### src/rtl/load_queue_if.sv
// load_queue_if: bus bundle between the load queue and its store-queue, D-cache and completion partners.
//   Store-queue forwarding probe
//     sq_rd_en, sq_addr_rd, sq_ld_pos       : load queue -> store queue
//     sq_data_rd, sq_rd_valid, sq_data_stall: store queue -> load queue, same cycle
//   D-cache read port
//     mem_req_valid, mem_req_addr, mem_req_tag  : load queue -> cache
//     mem_req_ready                             : cache -> load queue
//     mem_resp_valid, mem_resp_tag, mem_resp_data: cache -> load queue, out of order
//   Completion broadcast
//     cmpl_valid, cmpl_tag, cmpl_data : load queue -> consumers
//     cmpl_ready                      : consumers -> load queue
//   Modports: master = load queue side, slave = environment side.
interface load_queue_if #(
    parameter int IDX_W    = 3,
    parameter int SQ_IDX_W = 3,
    parameter int TAG_W    = 6
);
    logic                sq_rd_en;
    logic [31:0]         sq_addr_rd;
    logic [SQ_IDX_W-1:0] sq_ld_pos;
    logic [63:0]         sq_data_rd;
    logic                sq_rd_valid;
    logic                sq_data_stall;
    logic                mem_req_valid;
    logic [31:0]         mem_req_addr;
    logic [IDX_W:0]      mem_req_tag;
    logic                mem_req_ready;
    logic                mem_resp_valid;
    logic [IDX_W:0]      mem_resp_tag;
    logic [63:0]         mem_resp_data;
    logic                cmpl_valid;
    logic [TAG_W-1:0]    cmpl_tag;
    logic [63:0]         cmpl_data;
    logic                cmpl_ready;

    modport master (
        output sq_rd_en, sq_addr_rd, sq_ld_pos,
        input  sq_data_rd, sq_rd_valid, sq_data_stall,
        output mem_req_valid, mem_req_addr, mem_req_tag,
        input  mem_req_ready, mem_resp_valid, mem_resp_tag, mem_resp_data,
        output cmpl_valid, cmpl_tag, cmpl_data,
        input  cmpl_ready
    );

    modport slave (
        input  sq_rd_en, sq_addr_rd, sq_ld_pos,
        output sq_data_rd, sq_rd_valid, sq_data_stall,
        input  mem_req_valid, mem_req_addr, mem_req_tag,
        output mem_req_ready, mem_resp_valid, mem_resp_tag, mem_resp_data,
        input  cmpl_valid, cmpl_tag, cmpl_data,
        output cmpl_ready
    );
endinterface

### src/rtl/load_queue.sv
// load_queue: in-order circular queue of dispatched loads with store-queue forwarding and out-of-order D-cache responses.
//   clock, reset                 : clock, synchronous active-high reset
//   flush_i                      : branch-mispredict flush (only when LQ_FLUSH_EN is defined)
//   dispatch_en_i/tag/sq_pos/addr/addr_ready : load dispatch
//   ex_en_i, ex_index_i, ex_addr_i           : address generation for a waiting entry
//   rt_en_i                      : retire the head entry
//   lq                           : load_queue_if.master (SQ probe, D-cache port, completion broadcast)
//   lq_tail_out_o                : index given to a load dispatched this cycle
//   full_o                       : (tail+1)==head from registered pointers
//   Macro LQ_FLUSH_EN adds flush_i and epoch toggling; without it the epoch stays 0.
module load_queue #(
    parameter int  LQ_SIZE  = 8,
    parameter int  SQ_IDX_W = 3,
    parameter int  TAG_W    = 6,
    localparam int IDX_W    = $clog2(LQ_SIZE)
) (
    input  logic                clock,
    input  logic                reset,
`ifdef LQ_FLUSH_EN
    input  logic                flush_i,
`endif
    input  logic                dispatch_en_i,
    input  logic [TAG_W-1:0]    dispatch_tag_i,
    input  logic [SQ_IDX_W-1:0] dispatch_sq_pos_i,
    input  logic [31:0]         dispatch_addr_i,
    input  logic                dispatch_addr_ready_i,
    input  logic                ex_en_i,
    input  logic [IDX_W-1:0]    ex_index_i,
    input  logic [31:0]         ex_addr_i,
    input  logic                rt_en_i,
    load_queue_if.master        lq,
    output logic [IDX_W-1:0]    lq_tail_out_o,
    output logic                full_o
);
    typedef enum logic [2:0] {S_IDLE, S_WAIT_ADDR, S_READY, S_MEM_WAIT, S_DONE, S_CMPL} state_e;

    state_e              st_q   [LQ_SIZE];
    state_e              st_d   [LQ_SIZE];
    logic [31:0]         addr_q [LQ_SIZE];
    logic [31:0]         addr_d [LQ_SIZE];
    logic [63:0]         data_q [LQ_SIZE];
    logic [63:0]         data_d [LQ_SIZE];
    logic [TAG_W-1:0]    tag_q  [LQ_SIZE];
    logic [TAG_W-1:0]    tag_d  [LQ_SIZE];
    logic [SQ_IDX_W-1:0] pos_q  [LQ_SIZE];
    logic [SQ_IDX_W-1:0] pos_d  [LQ_SIZE];
    logic [IDX_W-1:0]    head_q, head_d, tail_q, tail_d;
    logic                epoch_q, epoch_d;
    // Completion lock: keeps the broadcast entry fixed while a consumer stalls,
    // even if an older entry becomes DONE in the meantime.
    logic                hold_q, hold_d;
    logic [IDX_W-1:0]    hold_idx_q, hold_idx_d;
    logic                prb_v, cmp_v;
    logic [IDX_W-1:0]    prb_idx, cmp_idx, scan, resp_idx;

    always_ff @(posedge clock) begin
        if (reset) begin
            for (int i = 0; i < LQ_SIZE; i++) st_q[i] <= S_IDLE;
            head_q     <= '0;
            tail_q     <= '0;
            epoch_q    <= 1'b0;
            hold_q     <= 1'b0;
            hold_idx_q <= '0;
        end else begin
            st_q       <= st_d;
            head_q     <= head_d;
            tail_q     <= tail_d;
            epoch_q    <= epoch_d;
            hold_q     <= hold_d;
            hold_idx_q <= hold_idx_d;
        end
        addr_q <= addr_d;
        data_q <= data_d;
        tag_q  <= tag_d;
        pos_q  <= pos_d;
    end

    assign resp_idx = lq.mem_resp_tag[IDX_W-1:0];

    // Event order within a cycle: retire, ex, mem response, probe, completion, dispatch, flush overrides all.
    always_comb begin
        st_d       = st_q;
        addr_d     = addr_q;
        data_d     = data_q;
        tag_d      = tag_q;
        pos_d      = pos_q;
        head_d     = head_q;
        tail_d     = tail_q;
        epoch_d    = epoch_q;
        hold_d     = lq.cmpl_valid & ~lq.cmpl_ready;
        hold_idx_d = cmp_idx;
        if (rt_en_i && st_q[head_q] == S_CMPL) begin
            st_d[head_q] = S_IDLE;
            head_d       = head_q + 1'b1;
        end
        if (ex_en_i && st_q[ex_index_i] == S_WAIT_ADDR) begin
            st_d[ex_index_i]   = S_READY;
            addr_d[ex_index_i] = ex_addr_i;
        end
        if (lq.mem_resp_valid && lq.mem_resp_tag[IDX_W] == epoch_q && st_q[resp_idx] == S_MEM_WAIT) begin
            st_d[resp_idx]   = S_DONE;
            data_d[resp_idx] = lq.mem_resp_data;
        end
        if (prb_v && !lq.sq_data_stall) begin
            if (lq.sq_rd_valid) begin
                st_d[prb_idx]   = S_DONE;
                data_d[prb_idx] = lq.sq_data_rd;
            end else if (lq.mem_req_ready) begin
                st_d[prb_idx] = S_MEM_WAIT;
            end
        end
        if (lq.cmpl_valid && lq.cmpl_ready) st_d[cmp_idx] = S_CMPL;
        if (dispatch_en_i && !full_o) begin
            st_d[tail_q]   = dispatch_addr_ready_i ? S_READY : S_WAIT_ADDR;
            addr_d[tail_q] = dispatch_addr_i;
            tag_d[tail_q]  = dispatch_tag_i;
            pos_d[tail_q]  = dispatch_sq_pos_i;
            tail_d         = tail_q + 1'b1;
        end
`ifdef LQ_FLUSH_EN
        if (flush_i) begin
            for (int i = 0; i < LQ_SIZE; i++) st_d[i] = S_IDLE;
            head_d  = '0;
            tail_d  = '0;
            epoch_d = ~epoch_q;
            hold_d  = 1'b0;
        end
`endif
    end

    // Oldest-first selection: scan from youngest offset down so the oldest match is written last.
    always_comb begin
        prb_v   = 1'b0;
        prb_idx = '0;
        cmp_v   = 1'b0;
        cmp_idx = '0;
        scan    = '0;
        for (int i = LQ_SIZE - 1; i >= 0; i--) begin
            scan = head_q + IDX_W'(i);
            if (st_q[scan] == S_READY) begin
                prb_v   = 1'b1;
                prb_idx = scan;
            end
            if (st_q[scan] == S_DONE) begin
                cmp_v   = 1'b1;
                cmp_idx = scan;
            end
        end
        cmp_idx = hold_q ? hold_idx_q : cmp_idx;
        cmp_v   = hold_q | cmp_v;
    end

    always_comb begin
        lq.sq_rd_en      = prb_v;
        lq.sq_addr_rd    = addr_q[prb_idx];
        lq.sq_ld_pos     = prb_v ? pos_q[prb_idx] : '0;
        lq.mem_req_valid = prb_v & ~lq.sq_data_stall & ~lq.sq_rd_valid;
        lq.mem_req_addr  = addr_q[prb_idx];
        lq.mem_req_tag   = lq.mem_req_valid ? {epoch_q, prb_idx} : '0;
        lq.cmpl_valid    = cmp_v;
        lq.cmpl_tag      = tag_q[cmp_idx];
        lq.cmpl_data     = data_q[cmp_idx];
        lq_tail_out_o    = tail_q;
        full_o           = (tail_q + 1'b1) == head_q;
    end
endmodule
### src/flat_wrapper.sv
// flat-port wrapper written by rule: the top's interface ports become plain ports
module load_queue_flat 
#(
    parameter int  LQ_SIZE  = 8,
    parameter int  SQ_IDX_W = 3,
    parameter int  TAG_W    = 6,
    localparam int IDX_W    = $clog2(LQ_SIZE)
)
  (clock, reset, dispatch_en_i, dispatch_tag_i, dispatch_sq_pos_i, dispatch_addr_i, dispatch_addr_ready_i, ex_en_i, ex_index_i, ex_addr_i, rt_en_i, lq_tail_out_o, full_o, lq_sq_rd_en, lq_sq_addr_rd, lq_sq_ld_pos, lq_sq_data_rd, lq_sq_rd_valid, lq_sq_data_stall, lq_mem_req_valid, lq_mem_req_addr, lq_mem_req_tag, lq_mem_req_ready, lq_mem_resp_valid, lq_mem_resp_tag, lq_mem_resp_data, lq_cmpl_valid, lq_cmpl_tag, lq_cmpl_data, lq_cmpl_ready);
  load_queue_if #(.SQ_IDX_W(SQ_IDX_W), .TAG_W(TAG_W)) lq_i ();
  input  logic clock;
  input  logic reset;
  input  logic dispatch_en_i;
  input  logic [TAG_W-1:0] dispatch_tag_i;
  input  logic [SQ_IDX_W-1:0] dispatch_sq_pos_i;
  input  logic [31:0] dispatch_addr_i;
  input  logic dispatch_addr_ready_i;
  input  logic ex_en_i;
  input  logic [IDX_W-1:0] ex_index_i;
  input  logic [31:0] ex_addr_i;
  input  logic rt_en_i;
  output logic [IDX_W-1:0] lq_tail_out_o;
  output logic full_o;
  output wire logic [$bits(lq_i.sq_rd_en)-1:0] lq_sq_rd_en;
  output wire logic [$bits(lq_i.sq_addr_rd)-1:0] lq_sq_addr_rd;
  output wire logic [$bits(lq_i.sq_ld_pos)-1:0] lq_sq_ld_pos;
  input wire logic [$bits(lq_i.sq_data_rd)-1:0] lq_sq_data_rd;
  input wire logic [$bits(lq_i.sq_rd_valid)-1:0] lq_sq_rd_valid;
  input wire logic [$bits(lq_i.sq_data_stall)-1:0] lq_sq_data_stall;
  output wire logic [$bits(lq_i.mem_req_valid)-1:0] lq_mem_req_valid;
  output wire logic [$bits(lq_i.mem_req_addr)-1:0] lq_mem_req_addr;
  output wire logic [$bits(lq_i.mem_req_tag)-1:0] lq_mem_req_tag;
  input wire logic [$bits(lq_i.mem_req_ready)-1:0] lq_mem_req_ready;
  input wire logic [$bits(lq_i.mem_resp_valid)-1:0] lq_mem_resp_valid;
  input wire logic [$bits(lq_i.mem_resp_tag)-1:0] lq_mem_resp_tag;
  input wire logic [$bits(lq_i.mem_resp_data)-1:0] lq_mem_resp_data;
  output wire logic [$bits(lq_i.cmpl_valid)-1:0] lq_cmpl_valid;
  output wire logic [$bits(lq_i.cmpl_tag)-1:0] lq_cmpl_tag;
  output wire logic [$bits(lq_i.cmpl_data)-1:0] lq_cmpl_data;
  input wire logic [$bits(lq_i.cmpl_ready)-1:0] lq_cmpl_ready;
  assign lq_sq_rd_en = lq_i.sq_rd_en;
  assign lq_sq_addr_rd = lq_i.sq_addr_rd;
  assign lq_sq_ld_pos = lq_i.sq_ld_pos;
  assign lq_i.sq_data_rd = lq_sq_data_rd;
  assign lq_i.sq_rd_valid = lq_sq_rd_valid;
  assign lq_i.sq_data_stall = lq_sq_data_stall;
  assign lq_mem_req_valid = lq_i.mem_req_valid;
  assign lq_mem_req_addr = lq_i.mem_req_addr;
  assign lq_mem_req_tag = lq_i.mem_req_tag;
  assign lq_i.mem_req_ready = lq_mem_req_ready;
  assign lq_i.mem_resp_valid = lq_mem_resp_valid;
  assign lq_i.mem_resp_tag = lq_mem_resp_tag;
  assign lq_i.mem_resp_data = lq_mem_resp_data;
  assign lq_cmpl_valid = lq_i.cmpl_valid;
  assign lq_cmpl_tag = lq_i.cmpl_tag;
  assign lq_cmpl_data = lq_i.cmpl_data;
  assign lq_i.cmpl_ready = lq_cmpl_ready;
  load_queue #(.LQ_SIZE(LQ_SIZE), .SQ_IDX_W(SQ_IDX_W), .TAG_W(TAG_W)) u_core (.clock(clock), .reset(reset), .dispatch_en_i(dispatch_en_i), .dispatch_tag_i(dispatch_tag_i), .dispatch_sq_pos_i(dispatch_sq_pos_i), .dispatch_addr_i(dispatch_addr_i), .dispatch_addr_ready_i(dispatch_addr_ready_i), .ex_en_i(ex_en_i), .ex_index_i(ex_index_i), .ex_addr_i(ex_addr_i), .rt_en_i(rt_en_i), .lq(lq_i), .lq_tail_out_o(lq_tail_out_o), .full_o(full_o));
endmodule
### config.mk
export PLATFORM = sky130hd
export DESIGN_NAME = load_queue_flat
export DESIGN_NICKNAME = d
export VERILOG_FILES = /design/src/rtl/load_queue_if.sv /design/src/rtl/load_queue.sv /design/src/flat_wrapper.sv
export SDC_FILE = /design/constraint.sdc
export NUM_CORES = 2
export LEC_CHECK = 0
export ABC_AREA = 1
export BUFFER_PORTS_ARGS = -buffer_cell sky130_fd_sc_hd__buf_4
export CELL_PAD_IN_SITES_DETAIL_PLACEMENT = 0
export CELL_PAD_IN_SITES_GLOBAL_PLACEMENT = 1
export CORE_MARGIN = 3
export CORE_UTILIZATION = 40
export DETAILED_ROUTE_END_ITERATION = 10
export GPL_TIMING_DRIVEN = 0
export PLACE_DENSITY = 0.87
export SLEW_MARGIN = 20
export SYNTH_ARGS = -nofsm -noshare
export SYNTH_HDL_FRONTEND = slang
export SYNTH_SLANG_ARGS = --single-unit
### constraint.sdc
create_clock -name clock -period 5.8 [get_ports clock]
set_input_delay 1.16 -clock clock [delete_from_list [all_inputs] [get_ports clock]]
set_output_delay 1.16 -clock clock [all_outputs]
set_load 0.05 [all_outputs]
==> flow_summary.yaml <==
run_status:
  status: "finished clean"
power_and_ir_drop:
  p_int_mw: 20.1
  switching_share_pct: 51.3
  p_leak_nw: 24.0
  power_density_nw_per_um2: 748
  pwr-share-clk_pct: 15.7
  netSwitchingPower_mw: 21.2
  combPwrFrac_pct: 60.9
  max-vdd-ir-drop_v: 0.00113
  seq_power_share_pct: 23.4
grt:
  grt_pass1_vias: 46400
  antenna_found_initial: 26
  grt_util_all_layers_pct: 31.7
  grt_first_pass_wirelength_microns: 288000
  grt_max_degree: 21
  overflow: 0
sta:
  period_share_pct: 96.5
  whs_ns: 0.523
  fmax_mhz: 179
  worst_pin_slew_ns: 1.21
  timing.final.crit_period_ns: 5.60
  maxSlewViolCount: 0
  setup_viol: 0
  clock_skew_ns: 0.0288
  finalHoldViolations: 0
  relSlewSlack_pct: 19.1
hold_path:
  hold_path_depth: 2
  min_path_type: "flop to flop"
routing:
  vias: 49800
  drc_errors: 0
  viasPerCell: 5.63
  first_pass_iters: 8
  routed_wl_microns: 198000
  wl_per_cell_microns: 22.3
  drtIter0Drc: 5562
  antenna_left: 0
cts:
  cts_sinks: 874
  cts_max_level: 3
  clk-insertion-delay-late_ns: 0.70
  cts_root_buf: "clkbuf_16"
  cts_tree: "yes"
  clk_pin_slew_ns: 0.06
  hold_buffers: 0
  cts_buffer_depth: 3
  numCtsBuffers: 100
run:
  drv_cap: 0
placed_design:
  port_buffers: 361
  gp_congestion: 0.968
  dp_hpwl_microns: 140000
yosys:
  synth_fp_nets: 6997
  netlist_area_sq_um: 45900
  synth-edff-count: 72
  ys_ff_latch: 874
  async_flop_share_pct: 0
  synth_ff_type: "dfxtp_1"
  synthCells: 6771
  post_synth.cell_area_avg_sq_um: 6.78
  synthDistinctLibCells: 52
  synth-seq-area-share_pct: 39.7
  yosysWarningCount: 0
floorplan:
  num_io_pins: 367
  start_util_pct: 40.6
  dieArea_sq_um: 119000
  placementRows: 123
  dieHeight_microns: 345
  core-area_sq_um: 113000
  die_w_microns: 345
worst_setup_path:
  cp.required_ns: 4.64
  cp_top_family: "buffers and inverters"
  cp_common_cell: "buf_6"
  crit_arrival_ns: 4.44
  cp-start-kind: "flop"
  crit_buf_inv: 11
  end_kind: "output pin"
  worst_path_max_delay_cell: "dfxtp_2"
  reg2reg_depth: 26
  critPathMaxFanout: 10
  cp.depth: 25
  slowest_delay_ns: 0.35
  worst-setup-path-type: "flop to output pin"
cells_and_area:
  fill_cells: 11300
  fin_util_pct: 48.8
  area_growth_pct: 20.3
  drive_above_1_share_pct: 13.8
  nets: 7479
[per-stage QoR]
| step | total power [mW] | area, sq um | worst slack [ns] | instances | TNS (ns) |
|---|---|---|---|---|---|
| floorplan | 24.8 | 45900 | 0.453 | 6771 | 0 |
| global placement | 32.6 | 50500 | -0.931 | 8632 | -59.55 |
| detailed placement | 32.9 | 50500 | -0.490 | 8633 | -28.91 |
| CTS | 40.2 | 54500 | 0.0262 | 8824 | 0 |
| global route | 43.2 | 55200 | -0.0252 | 8837 | -0.141 |
| finish | 41.3 | 55200 | 0.201 | 8854 | 0 |
[path summary, 6_finish.rpt]
check                                startpoint                    endpoint  slack (ns)
setup reg to reg  u_core.head_q[0]$_SDFFE_PP0N_   u_core.data_q[21]$_DFF_P_        1.70
hold reg to reg      u_core.data_q[411]$_DFF_P_  u_core.data_q[411]$_DFF_P_        0.52
hold / removal       u_core.data_q[411]$_DFF_P_  u_core.data_q[411]$_DFF_P_        0.52
setup / recovery  u_core.head_q[0]$_SDFFE_PP0N_           lq_sq_addr_rd[11]        0.20
[worst min-delay path: stages, from the launching register on]
cell and delay, ns:
dfxtp_1 0.33, o211ai_1 0.09, o21ai_1 0.07
[kinds of logic (layout without fill, tap and decap cells)]
kind of cell / Yosys count / after routing / share of synthesized area [%]
and+or+nand+nor: 2753 / 2753 / 23.7
AOI/OAI and AO/OA: 1942 / 1942 / 24.9
buffers and inverters: 1188 / 1749 / 11.4
DFF: 874 / 874 / 39.7
adders and majority gates: 7 / 7 / 0.191
xor gates and xnor gates: 6 / 6 / 0.131
other: 1 / 23 / 0.00817
[state kept, by name, indices dropped and copies added, names as in the netlist]
signal,flops
u_core.addr_q,256
u_core.data_q,512
u_core.head_q,3
u_core.hold_idx_q,3
u_core.hold_q,1
u_core.lq_tail_out_o,3
u_core.pos_q,24
u_core.st_q,24
u_core.tag_q,48
[cells in the final DEF (no fill, tap or decap), types with 26 or more instances in the layout]
| master | count |
|---|---|
| clkbuf_1 | 232 |
| edfxtp_1 | 72 |
| inv_1 | 649 |
| dfxtp_1 | 799 |
| buf_1 | 27 |
| buf_6 | 87 |
| buf_4 | 448 |
| clkbuf_8 | 30 |
| clkbuf_4 | 26 |
| nor2_1 | 200 |
| a21oi_1 | 244 |
| buf_2 | 63 |
| clkbuf_16 | 105 |
| o211ai_1 | 454 |
| o21ai_0 | 691 |
| nand3_1 | 189 |
| o21ai_1 | 415 |
| nand2_1 | 2239 |
| o211ai_2 | 62 |
[power by group through the flow]
stage          registers, mW  clock network, mW  logic, mW
3_3_place_gp            9.62                  0       22.9
4_1_cts                 9.59               6.51       24.1
5_1_grt                 9.87               6.75       26.5
6_report                9.66               6.49       25.1
3_5_place_dp            9.68                  0       23.2
2_1_floorplan           9.40                  0       15.4
[layout make-up]
type / instances / area [sq um] / area share [%]
flip-flops and latches: 874 / 18200 / 33.0
inverters: 670 / 2560 / 4.63
clock buffers: 156 / 3070 / 5.56
plain buffers: 515 / 3200 / 5.80
diodes: 22 / 55.1 / 0.0997
repair buffers: 382 / 3040 / 5.50
well taps: 1500 / 1880 / 3.40
multi-input cells: 4709 / 22900 / 41.5
repair inverters: 1 / 7.51 / 0.0136
clock inverters: 25 / 246 / 0.447
[metal layers]
metal	part of all wire [%]	vias up	track usage (%)
met5	0.054	-	0
met4	5.8	12	17.6
met3	10	564	8.16
met2	45	2682	50.3
met1	39	23300	39.3
li1	-	23200	-
[synth_stat cells (25+ instances only)]
cell type,instances,area [sq um]
a21oi_1,269,1350
buf_2,119,596
nand3_1,215,1080
edfxtp_1,72,2160
nor2_1,205,769
dfxtp_1,802,16100
o211ai_1,454,3410
clkbuf_1,246,923
nand4_1,25,156
buf_6,43,484
inv_1,649,2440
o22ai_1,25,156
buf_4,79,593
nand2_1,2250,8450
buf_1,30,113
o211ai_2,62,776
o21ai_0,694,3470
o21ai_1,413,2070
[repair_timing]
item	in CTS	in global routing
setup endpoints to repair	141	140
pin swaps	11	26
gates resized for setup	191	166
setup buffers	11	9
cloned	1	0
No activity file was read; power rests on OpenSTA's default activity.
